[src/rtl/fifo_read_packer_if.sv]
// Stream bundle for fifo_read_packer: upstream FIFO read port, flush request,
// packed valid/ready output stream and the busy indicator.
// The packer attaches through the master modport; the environment uses slave.
interface fifo_read_packer_if #(
    parameter int unsigned BIT_WIDTH = 8,
    parameter int unsigned PACK_NUM  = 4
);
    localparam int unsigned CNT_WIDTH = $clog2(PACK_NUM + 1);

    logic                          fifo_empty;
    logic                          fifo_read_en;
    logic [BIT_WIDTH-1:0]          fifo_read_data;
    logic                          flush;
    logic                          out_valid;
    logic                          out_ready;
    logic [BIT_WIDTH*PACK_NUM-1:0] out_data;
    logic [CNT_WIDTH-1:0]          out_lanes;
    logic                          busy;

    modport master (
        input  fifo_empty, fifo_read_data, flush, out_ready,
        output fifo_read_en, out_valid, out_data, out_lanes, busy
    );

    modport slave (
        output fifo_empty, fifo_read_data, flush, out_ready,
        input  fifo_read_en, out_valid, out_data, out_lanes, busy
    );
endinterface

[src/rtl/fifo_read_packer.sv]
// fifo_read_packer: drains a combinational-read FIFO and packs PACK_NUM
// BIT_WIDTH words into one wide word on a valid/ready stream. An assembly
// register plus an output register keep the FIFO draining at full rate while
// the consumer holds a word. A flush emits the partial word, zero-padded.
// Optional build macro PACK_MSB_FIRST_EN: fill lanes from the top lane down
// (default fills from lane 0 upward).
module fifo_read_packer #(
    parameter int unsigned BIT_WIDTH = 8,
    parameter int unsigned PACK_NUM  = 4
) (
    input  logic               clk,
    input  logic               rst,
    fifo_read_packer_if.master bus
);
    localparam int unsigned CNT_WIDTH  = $clog2(PACK_NUM + 1);
    localparam int unsigned LANE_WIDTH = (PACK_NUM > 1) ? $clog2(PACK_NUM) : 1;
    localparam logic [CNT_WIDTH-1:0] CNT_LAST = CNT_WIDTH'(PACK_NUM - 1);

    localparam logic [0:0] ST_ASSEMBLE   = 1'b0;
    localparam logic [0:0] ST_FLUSH_WAIT = 1'b1;

    typedef logic [PACK_NUM-1:0][BIT_WIDTH-1:0] lanes_t;

    logic [0:0]           state, state_nxt;
    lanes_t               asm_data, asm_nxt, asm_wr;
    logic [CNT_WIDTH-1:0] asm_cnt, cnt_nxt, cnt_wr;
    logic                 out_valid_q, ov_nxt;
    lanes_t               out_data_q, od_nxt;
    logic [CNT_WIDTH-1:0] out_lanes_q, ol_nxt;

    logic                  slot_free;
    logic                  flush_pend;
    logic                  read_en;
    logic [LANE_WIDTH-1:0] lane_idx;
    logic                  emit;
    lanes_t                emit_word;
    logic [CNT_WIDTH-1:0]  emit_lanes;

    assign slot_free  = ~out_valid_q | bus.out_ready;
    assign flush_pend = (state == ST_FLUSH_WAIT);
    assign read_en    = ~rst & ~bus.fifo_empty & ~flush_pend
                      & ((asm_cnt != CNT_LAST) | slot_free);

`ifdef PACK_MSB_FIRST_EN
    assign lane_idx = LANE_WIDTH'(CNT_LAST - asm_cnt);
`else
    assign lane_idx = LANE_WIDTH'(asm_cnt);
`endif

    assign bus.fifo_read_en = read_en;
    assign bus.out_valid    = out_valid_q;
    assign bus.out_data     = out_data_q;
    assign bus.out_lanes    = out_lanes_q;
    assign bus.busy         = (asm_cnt != '0) | flush_pend;

    // Assembly contents and lane count as they would look after this cycle's read
    always_comb begin
        asm_wr = asm_data;
        if (read_en) begin
            asm_wr[lane_idx] = bus.fifo_read_data;
        end
        cnt_wr = asm_cnt + CNT_WIDTH'(read_en);
    end

    // Next state: word completion, flush handling and output slot update
    always_comb begin
        state_nxt  = state;
        asm_nxt    = asm_data;
        cnt_nxt    = asm_cnt;
        ov_nxt     = out_valid_q & ~bus.out_ready;
        od_nxt     = out_data_q;
        ol_nxt     = out_lanes_q;
        emit       = 1'b0;
        emit_word  = asm_wr;
        emit_lanes = cnt_wr;

        case (state)
            ST_ASSEMBLE: begin
                asm_nxt = asm_wr;
                cnt_nxt = cnt_wr;
                if (read_en && (asm_cnt == CNT_LAST)) begin
                    // a read on the last lane always has a free slot
                    emit = 1'b1;
                end else if (bus.flush && (cnt_wr != '0)) begin
                    if (slot_free) begin
                        emit = 1'b1;
                    end else begin
                        state_nxt = ST_FLUSH_WAIT;
                    end
                end
            end
            ST_FLUSH_WAIT: begin
                if (slot_free) begin
                    emit       = 1'b1;
                    emit_word  = asm_data;
                    emit_lanes = asm_cnt;
                    state_nxt  = ST_ASSEMBLE;
                end
            end
            default: state_nxt = ST_ASSEMBLE;
        endcase

        if (emit) begin
            ov_nxt  = 1'b1;
            od_nxt  = emit_word;
            ol_nxt  = emit_lanes;
            asm_nxt = '0;
            cnt_nxt = '0;
        end
    end

    // State, assembly and output registers
    always_ff @(posedge clk) begin
        if (rst) begin
            state       <= ST_ASSEMBLE;
            asm_data    <= '0;
            asm_cnt     <= '0;
            out_valid_q <= 1'b0;
            out_data_q  <= '0;
            out_lanes_q <= '0;
        end else begin
            state       <= state_nxt;
            asm_data    <= asm_nxt;
            asm_cnt     <= cnt_nxt;
            out_valid_q <= ov_nxt;
            out_data_q  <= od_nxt;
            out_lanes_q <= ol_nxt;
        end
    end
endmodule

[src/flat_wrapper.sv]
// flat-port wrapper written by rule: the top's interface ports become plain ports
module fifo_read_packer_flat 
#(
    parameter int unsigned BIT_WIDTH = 8,
    parameter int unsigned PACK_NUM  = 4
)
  (clk, rst, bus_fifo_empty, bus_fifo_read_data, bus_flush, bus_out_ready, bus_fifo_read_en, bus_out_valid, bus_out_data, bus_out_lanes, bus_busy);
  fifo_read_packer_if #(.BIT_WIDTH(BIT_WIDTH), .PACK_NUM(PACK_NUM)) bus_i ();
  input  logic clk;
  input  logic rst;
  input wire logic [$bits(bus_i.fifo_empty)-1:0] bus_fifo_empty;
  input wire logic [$bits(bus_i.fifo_read_data)-1:0] bus_fifo_read_data;
  input wire logic [$bits(bus_i.flush)-1:0] bus_flush;
  input wire logic [$bits(bus_i.out_ready)-1:0] bus_out_ready;
  output wire logic [$bits(bus_i.fifo_read_en)-1:0] bus_fifo_read_en;
  output wire logic [$bits(bus_i.out_valid)-1:0] bus_out_valid;
  output wire logic [$bits(bus_i.out_data)-1:0] bus_out_data;
  output wire logic [$bits(bus_i.out_lanes)-1:0] bus_out_lanes;
  output wire logic [$bits(bus_i.busy)-1:0] bus_busy;
  assign bus_i.fifo_empty = bus_fifo_empty;
  assign bus_i.fifo_read_data = bus_fifo_read_data;
  assign bus_i.flush = bus_flush;
  assign bus_i.out_ready = bus_out_ready;
  assign bus_fifo_read_en = bus_i.fifo_read_en;
  assign bus_out_valid = bus_i.out_valid;
  assign bus_out_data = bus_i.out_data;
  assign bus_out_lanes = bus_i.out_lanes;
  assign bus_busy = bus_i.busy;
  fifo_read_packer #(.BIT_WIDTH(BIT_WIDTH), .PACK_NUM(PACK_NUM)) u_core (.clk(clk), .rst(rst), .bus(bus_i));
endmodule
[config.mk]
export PLATFORM = sky130hd
export DESIGN_NAME = fifo_read_packer_flat
export DESIGN_NICKNAME = d
export VERILOG_FILES = /design/src/rtl/fifo_read_packer_if.sv /design/src/rtl/fifo_read_packer.sv /design/src/flat_wrapper.sv
export SDC_FILE = /design/constraint.sdc
export NUM_CORES = 1
export LEC_CHECK = 0
export ABC_AREA = 1
export BUFFER_PORTS_ARGS = -buffer_cell sky130_fd_sc_hd__buf_2
export CORE_ASPECT_RATIO = 0.7
export CORE_MARGIN = 2
export CORE_UTILIZATION = 52
export CTS_CLUSTER_DIAMETER = 120
export DETAILED_ROUTE_END_ITERATION = 8
export GPL_TIMING_DRIVEN = 0
export PLACE_DENSITY = 0.71
export SETUP_SLACK_MARGIN = 0.02
export SLEW_MARGIN = 20
export SYNTH_ARGS = -nofsm -noshare
export SYNTH_HDL_FRONTEND = slang
export SYNTH_SLANG_ARGS = --single-unit
[constraint.sdc]
create_clock -name clk -period 2.6 [get_ports clk]
set_input_delay 0.39 -clock clk [delete_from_list [all_inputs] [get_ports clk]]
set_output_delay 0.39 -clock clk [all_outputs]
set_load 0.005 [all_outputs]
==> results of run 1 <==
## final cells by class
cell class / instances / area (sq um)
Multi-Input combinational cell: 320 / 1583
Buffer: 31 / 226.5
Inverter: 68 / 257.7
Clock inverter: 4 / 75.07
Fill cell: 565 / 2157
Timing Repair Buffer: 56 / 295.3
Clock buffer: 12 / 165.2
Sequential cell: 72 / 1449
Tap cell: 78 / 97.59
## critical path: cells and delay by family, from the launching register on
kind / cells / cell delay (ns)
fa+ha+maj: 2 / 0.41
buf+inv: 3 / 0.50
flops: 1 / 0.31
simple gates: 10 / 1.11
## cells in the mapped netlist
cell type and n:
o21ai_1 7, dfxtp_1 72, buf_1 1, nor3_1 1, nand3_2 1, ha_1 2, nand2_4 1, clkbuf_1 11
o21ai_0 38, nor2_1 31, buf_6 7, nand3b_1 2, nand4_1 32, a21oi_1 17, nand2_2 3, inv_2 3
clkinv_1 1, nand3_1 39, nand3_4 1, nand4_4 1, nor3_4 1, buf_4 5, nand2_1 132, buf_2 7
o21ai_2 11, inv_1 64
## per-layer routing
metal | wire, um | global-route usage | vias up
met4 | 129 | 0.09009 | 0
met1 | 4441 | 0.3785 | 1575
met2 | 4091 | 0.4032 | 124
met3 | 565 | 0.05973 | 16
met5 | 0 | 0 | -
li1 | - | - | 1724
## sequential cells by signal (all words and copies together), names as in the netlist
register / count
u_core.asm_data: 32
u_core.bus.out_valid: 1
u_core.asm_cnt: 3
u_core.bus.out_data: 32
u_core.flush_pend: 1
u_core.bus.out_lanes: 3
## what timing repair did
item | 4_1_cts | 5_1_grt
buffers inserted | 0 | 6
resized for setup | 8 | 12
pin swaps | 1 | 2
setup endpoints to repair | 65 | 70
## path summary, 6_finish.rpt
check	start	to	slack [ns]
max reg2reg	u_core.flush_pend	u_core.bus.out_data[16]	0.16
min reg2reg	u_core.bus.out_lanes[1]	u_core.bus.out_lanes[1]	0.47
max	u_core.flush_pend	u_core.bus.out_data[16]	0.16
min	rst	u_core.flush_pend	0.28
## cells in the final DEF, fill, tap and decap left out, types with 2 or more instances in the layout
master,synthesis,final
nand3_4,1,2
inv_2,3,2
nand2_1,132,132
o21ai_2,11,11
ha_1,2,2
buf_6,7,10
dfxtp_4,0,2
nor2_1,31,30
nand3_1,39,39
dfxtp_1,72,70
nand2_4,1,2
clkbuf_1,11,10
inv_1,64,64
clkbuf_8,0,12
a21oi_1,17,17
nand4_1,32,32
clkinvlp_4,0,2
o21ai_0,38,38
o21ai_1,7,7
buf_4,5,10
bufinv_16,0,2
nand3b_1,2,2
buf_2,7,53
## power by group
part / switching (uW) / leakage [uW] / internal (uW) / total, uW
logic: 209 / 0.00121 / 109 / 317
registers: 15.6 / 0.000583 / 1130 / 1140
clock network: 433 / 0.000115 / 619 / 1050
total: 657 / 0.00190 / 1850 / 2510
## metrics by stage
step | hold slack (ns) | util | setup WS (ns)
6_report | 0.2775 | 0.6579 | 0.1579
5_1_grt | 0.2769 | 0.6579 | -0.01583
4_1_cts | 0.2697 | 0.6437 | 0.01043
3_5_place_dp | 0.4652 | 0.6018 | -0.1999
3_3_place_gp | 0.4580 | 0.6018 | -0.1485
2_1_floorplan | 0.4611 | - | 0.2767
## cells by family after synthesis
family | synth area share
buffers and inverters | 0.1310
flip-flops | 0.4181
AND/OR/NAND/NOR | 0.3256
AO/OA/AOI/OAI | 0.1180
adder cells (fa/ha/maj) | 0.007258
==> qor.csv, run 1 <==
metric;value;unit
Core Box Area;6306;sq um
Synth Register Bits;72;
Worst-path clk slew;0.08;ns
Crit path top cell by count;nand2_1;
DPL Wire Length;6430;um
Die ar.;7307;sq um
Tcrit/Tclk final;0.9393;
layout cells sized above 1;0.2078;
Setup-failing EPs final;0;
Slowest Stage Delay on Critical Path;0.31;ns
Starting Density;0.5466;
worst-margin pin slew;0.5375;ns
Final nets;573;
Worst Setup Start Kind;flop;
Syn Area/Cell;7.020;sq um
drt wl/cell;14.40;um
Min-Delay Path Class;in2reg;
largest net degree at the start of global routing;13;
H-tree lvl count;3;
CP max FO;10;
Final TNS setup;0;ns
WS Path Type;reg2reg;
drt via density;5.365;
dpl cell area;3795;sq um
Max VDD drop;0.0004721;V
worst path cell trace;buf_6, nor3_4, nand2_8, inv_2, ha_1, ha_1, nor2_1, nand3_1, nand2_1, nand2_1, nand2_4, nand2_2, buf_4, nand3_1, nand2_1;
initial antenna violation count;0;
area leader, netlist;dfxtp_1;
CP endpoint kind;flop;
synth unique cells;26;
Total GRT Usage;0.2667;
sequential share of the synthesized area;0.4181;
vias in the first global route;3090;
total CTS buffers;9;
MaxCap Viol Count;0;
IO buf count;50;
crit path time final;2.442;ns
CTS max path bufs;2;
hold path depth;2;
Final Power;2510;uW
area share of the largest cell type after synthesis;0.4181;
non-filler cells in the finished layout;641;
Post-Syn Area;3447;sq um
CTS tree;done;
Max Fclk;409.5;MHz
R2R depth;15;
final hold violation count;0;
IO Pins;51;
Mapped Nets;506;
max-slew violations;0;
area added between synthesis and finish;20.36;%
global route total overflow;0;
Clock Latency Late Sink;0.35;ns
fin area;4149;sq um
synth warn;0;
Rel. slew slack;0.6417;
Worst EP required;2.84;ns
Hold-fix buffers, CTS;0;
DRC;0;
clock sink count;72;
Mapped Cells;491;
final setup skew;0.005369;ns
Inst Count DP;619;
die height;72.12;um
routed vias;3439;
leak pwr;0.001903;uW
Synth area leaders;dfxtp_1 (42%), nand2_1 (14%), inv_1 (7.0%), nand4_1 (5.8%), nand3_1 (5.7%);
DRT Pass-1 Iters;6;
total wire length;9228;um
clk root buf;clkbuf_8;
row cnt;24;
diode count;0;
pwr/cell area;605.0;nW/um^2
antenna violation net count after detailed routing;0;
Worst path slowest cell;dfxtp_1;
Worst Path Arrival;2.69;ns
outcome;finished, final reports clean;
Final GP Congestion;0.8685;
first-pass GRT wire length;14990;um
Die W;101.3;um
Iter 0 DRT Violations;239;
No activity file was read; power rests on OpenSTA's default activity.
==> run 2: changes to the inputs <==
--- a/config.mk
+++ b/config.mk
@@ -6,14 +6,14 @@
 export NUM_CORES = 1
 export LEC_CHECK = 0
 export ABC_AREA = 1
-export BUFFER_PORTS_ARGS = -buffer_cell sky130_fd_sc_hd__buf_2
+export BUFFER_PORTS_ARGS = -buffer_cell sky130_fd_sc_hd__clkbuf_2
 export CORE_ASPECT_RATIO = 0.7
 export CORE_MARGIN = 2
-export CORE_UTILIZATION = 52
+export CORE_UTILIZATION = 35
 export CTS_CLUSTER_DIAMETER = 120
 export DETAILED_ROUTE_END_ITERATION = 8
 export GPL_TIMING_DRIVEN = 0
-export PLACE_DENSITY = 0.71
+export PLACE_DENSITY = 0.5
 export SETUP_SLACK_MARGIN = 0.02
 export SLEW_MARGIN = 20
 export SYNTH_ARGS = -nofsm -noshare
==> run 2 against run 1 <==
  * Flip-flop and latch count stayed put
  * Clock skew hardly changed
  * Worst hold slack better by 0.031 ns
  * Die area is 46% higher
  * Count of clock-buffer cells in the layout is 2 lower
  * Critical path depth is 1 higher
  * Sequential share of layout area is 0.79 points lower
==> qor.csv, run 2 (synthesized netlist as in run 1, its figures left out) <==
metric;value;unit;change
Setup-failing EPs final;0;;unchanged
Max VDD drop;0.0003633;V;-23%
largest net degree at the start of global routing;13;;unchanged
Bufs and invs on worst path;4;;+1
Final GP Congestion;0.7985;;-8.1%
H-tree lvl count;3;;unchanged
Hold Startpoint;rst;;
crit path time final;2.401;ns;-0.04150 ns
vias in the first global route;3142;;+1.7%
fin area;4245;sq um;+2.3%
CTS max path bufs;2;;unchanged
pwr/cell area;611.6;nW/um^2;+1.1%
leak pwr;0.001885;uW;-0.97%
drt wl/cell;13.96;um;-3.1%
CTS tree;done;;
final hold violation count;0;;unchanged
final setup skew;0.005657;ns;+0.0002886 ns
CP max FO;10;;unchanged
max-slew violations;0;;unchanged
clock sink count;72;;unchanged
Worst EP required;2.88;ns;+0.04 ns
Crit path top cell by count;nand2_1;;
clk root buf;clkbuf_16;;
RSZ-0062 raised after global routing;false;;
diode count;0;;unchanged
total CTS buffers;9;;unchanged
global route total overflow;0;;unchanged
CP endpoint kind;flop;;
worst path cell trace;nand2_4, inv_4, nand3_4, nand2_8, inv_4, ha_1, ha_1, nor2_1, nand3_1, nand2_1, nand2_1, nand2_4, buf_8, buf_6, nand4_1, nand2_1;;
WS Path Type;reg2reg;;
commonest non-fill, non-tap cell in the layout;nand2_1;;
Die ar.;10670;sq um;+46%
total wire length;9615;um;+4.2%
area added between synthesis and finish;23.16;%;
Total GRT Usage;0.1958;;-0.07083
DRC;0;;unchanged
Worst Path Arrival;2.68;ns;about the same
worst-margin pin slew;0.5733;ns;+0.03577 ns
outcome;finished, final reports clean;;
antenna violation net count after detailed routing;0;;unchanged
Final TNS setup;0;ns;unchanged
final core utilization;0.4401;;-0.2179
Core Box Area;9647;sq um;+53%
Tcrit/Tclk final;0.9233;;-0.01596
first-pass GRT wire length;15750;um;+5.1%
Worst path slowest cell;dfxtp_4;;
drt via density;4.775;;-11%
# fillers;1021;;+81%
CP top delay family;simple AND/OR/NAND/NOR gates;;
row cnt;30;;+25%
Iter 0 DRT Violations;190;;-21%
routed vias;3290;;-4.3%
Max Fclk;416.6;MHz;+1.7%
Die W;122.6;um;+21%
Rel. slew slack;0.6178;;-0.02385
DPL Wire Length;6983;um;+8.6%
Starting Density;0.3573;;-0.1893
Clock Latency Late Sink;0.33;ns;-0.02 ns
DRT Pass-1 Iters;4;;-2
IO Pins;51;;unchanged
MaxCap Viol Count;0;;unchanged
layout cells sized above 1;0.2050;;-0.002824
die height;87.03;um;+21%
CP startpoint;u_core.asm_cnt[0];;
Worst Setup Start Kind;flop;;
initial antenna violation count;0;;unchanged
worst r2r src;u_core.asm_cnt[0];;
commonest cells after routing, fill and taps aside;nand2_1 (132), dfxtp_1 (70), inv_1 (64);;
IO buf count;50;;unchanged
Min-Delay Path Class;in2reg;;
Worst-path clk slew;0.06;ns;-0.02 ns
dpl cell area;3857;sq um;+1.6%
Slowest Stage Delay on Critical Path;0.39;ns;+0.08 ns
Final nets;571;;-0.35%
==> run 2: what timing repair did <==
action                     4_1_cts  5_1_grt
setup endpoints to repair       70       65
hold buffers                     0        0
setup buffers                    1        3
pin swaps                        1        2
resized for setup               15       10
==> run 2: path summary, 6_finish.rpt <==
path | depth (start not counted) | end | slack [ns]
min | 2 | u_core.flush_pend | 0.31
max | 16 | u_core.bus.out_data[31] | 0.20
max reg2reg | 16 | u_core.bus.out_data[31] | 0.20
min reg2reg | 2 | u_core.bus.out_data[22] | 0.47
==> run 2: through the flow <==
step           instances  total power [uW]  setup slack, ns  hold WS, ns
4_1_cts              686              2619          0.02415       0.3002
2_1_floorplan        491              1359           0.2767       0.4611
5_1_grt              689              2714          0.02118       0.3099
3_3_place_gp         669              1461          -0.2617       0.4605
3_5_place_dp         669              1463          -0.2940       0.4645
6_report             689              2596           0.1994       0.3086
==> run 2: power by group <==
group / total (uW) / internal [uW] / switching, uW / leakage [uW]
Combinational: 324 / 109 / 215 / 0.00117
Clock: 1130 / 664 / 466 / 0.000134
Sequential: 1140 / 1130 / 14.8 / 0.000583
Total: 2600 / 1900 / 696 / 0.00188
==> run 2: routing by layer <==
metal	vias up	wire, um	track usage	share of wire
met5	-	0	0	0
met4	0	79	0.05329	0.0082
met3	7	539	0.05105	0.056
met2	70	4153	0.3051	0.43
met1	1496	4842	0.2691	0.50
li1	1717	-	-	-
==> run 2: cell type report <==
| class | instances | area (sq um) | share of cell area |
|---|---|---|---|
| Timing Repair Buffer | 54 | 280.3 | 0.06602 |
| Clock inverter | 6 | 35.03 | 0.008252 |
| Tap cell | 128 | 160.2 | 0.03772 |
| Multi-Input combinational cell | 320 | 1593 | 0.3752 |
| Buffer | 31 | 229.0 | 0.05393 |
| Inverter | 68 | 260.3 | 0.06130 |
| Clock buffer | 10 | 239.0 | 0.05629 |
| Sequential cell | 72 | 1449 | 0.3413 |
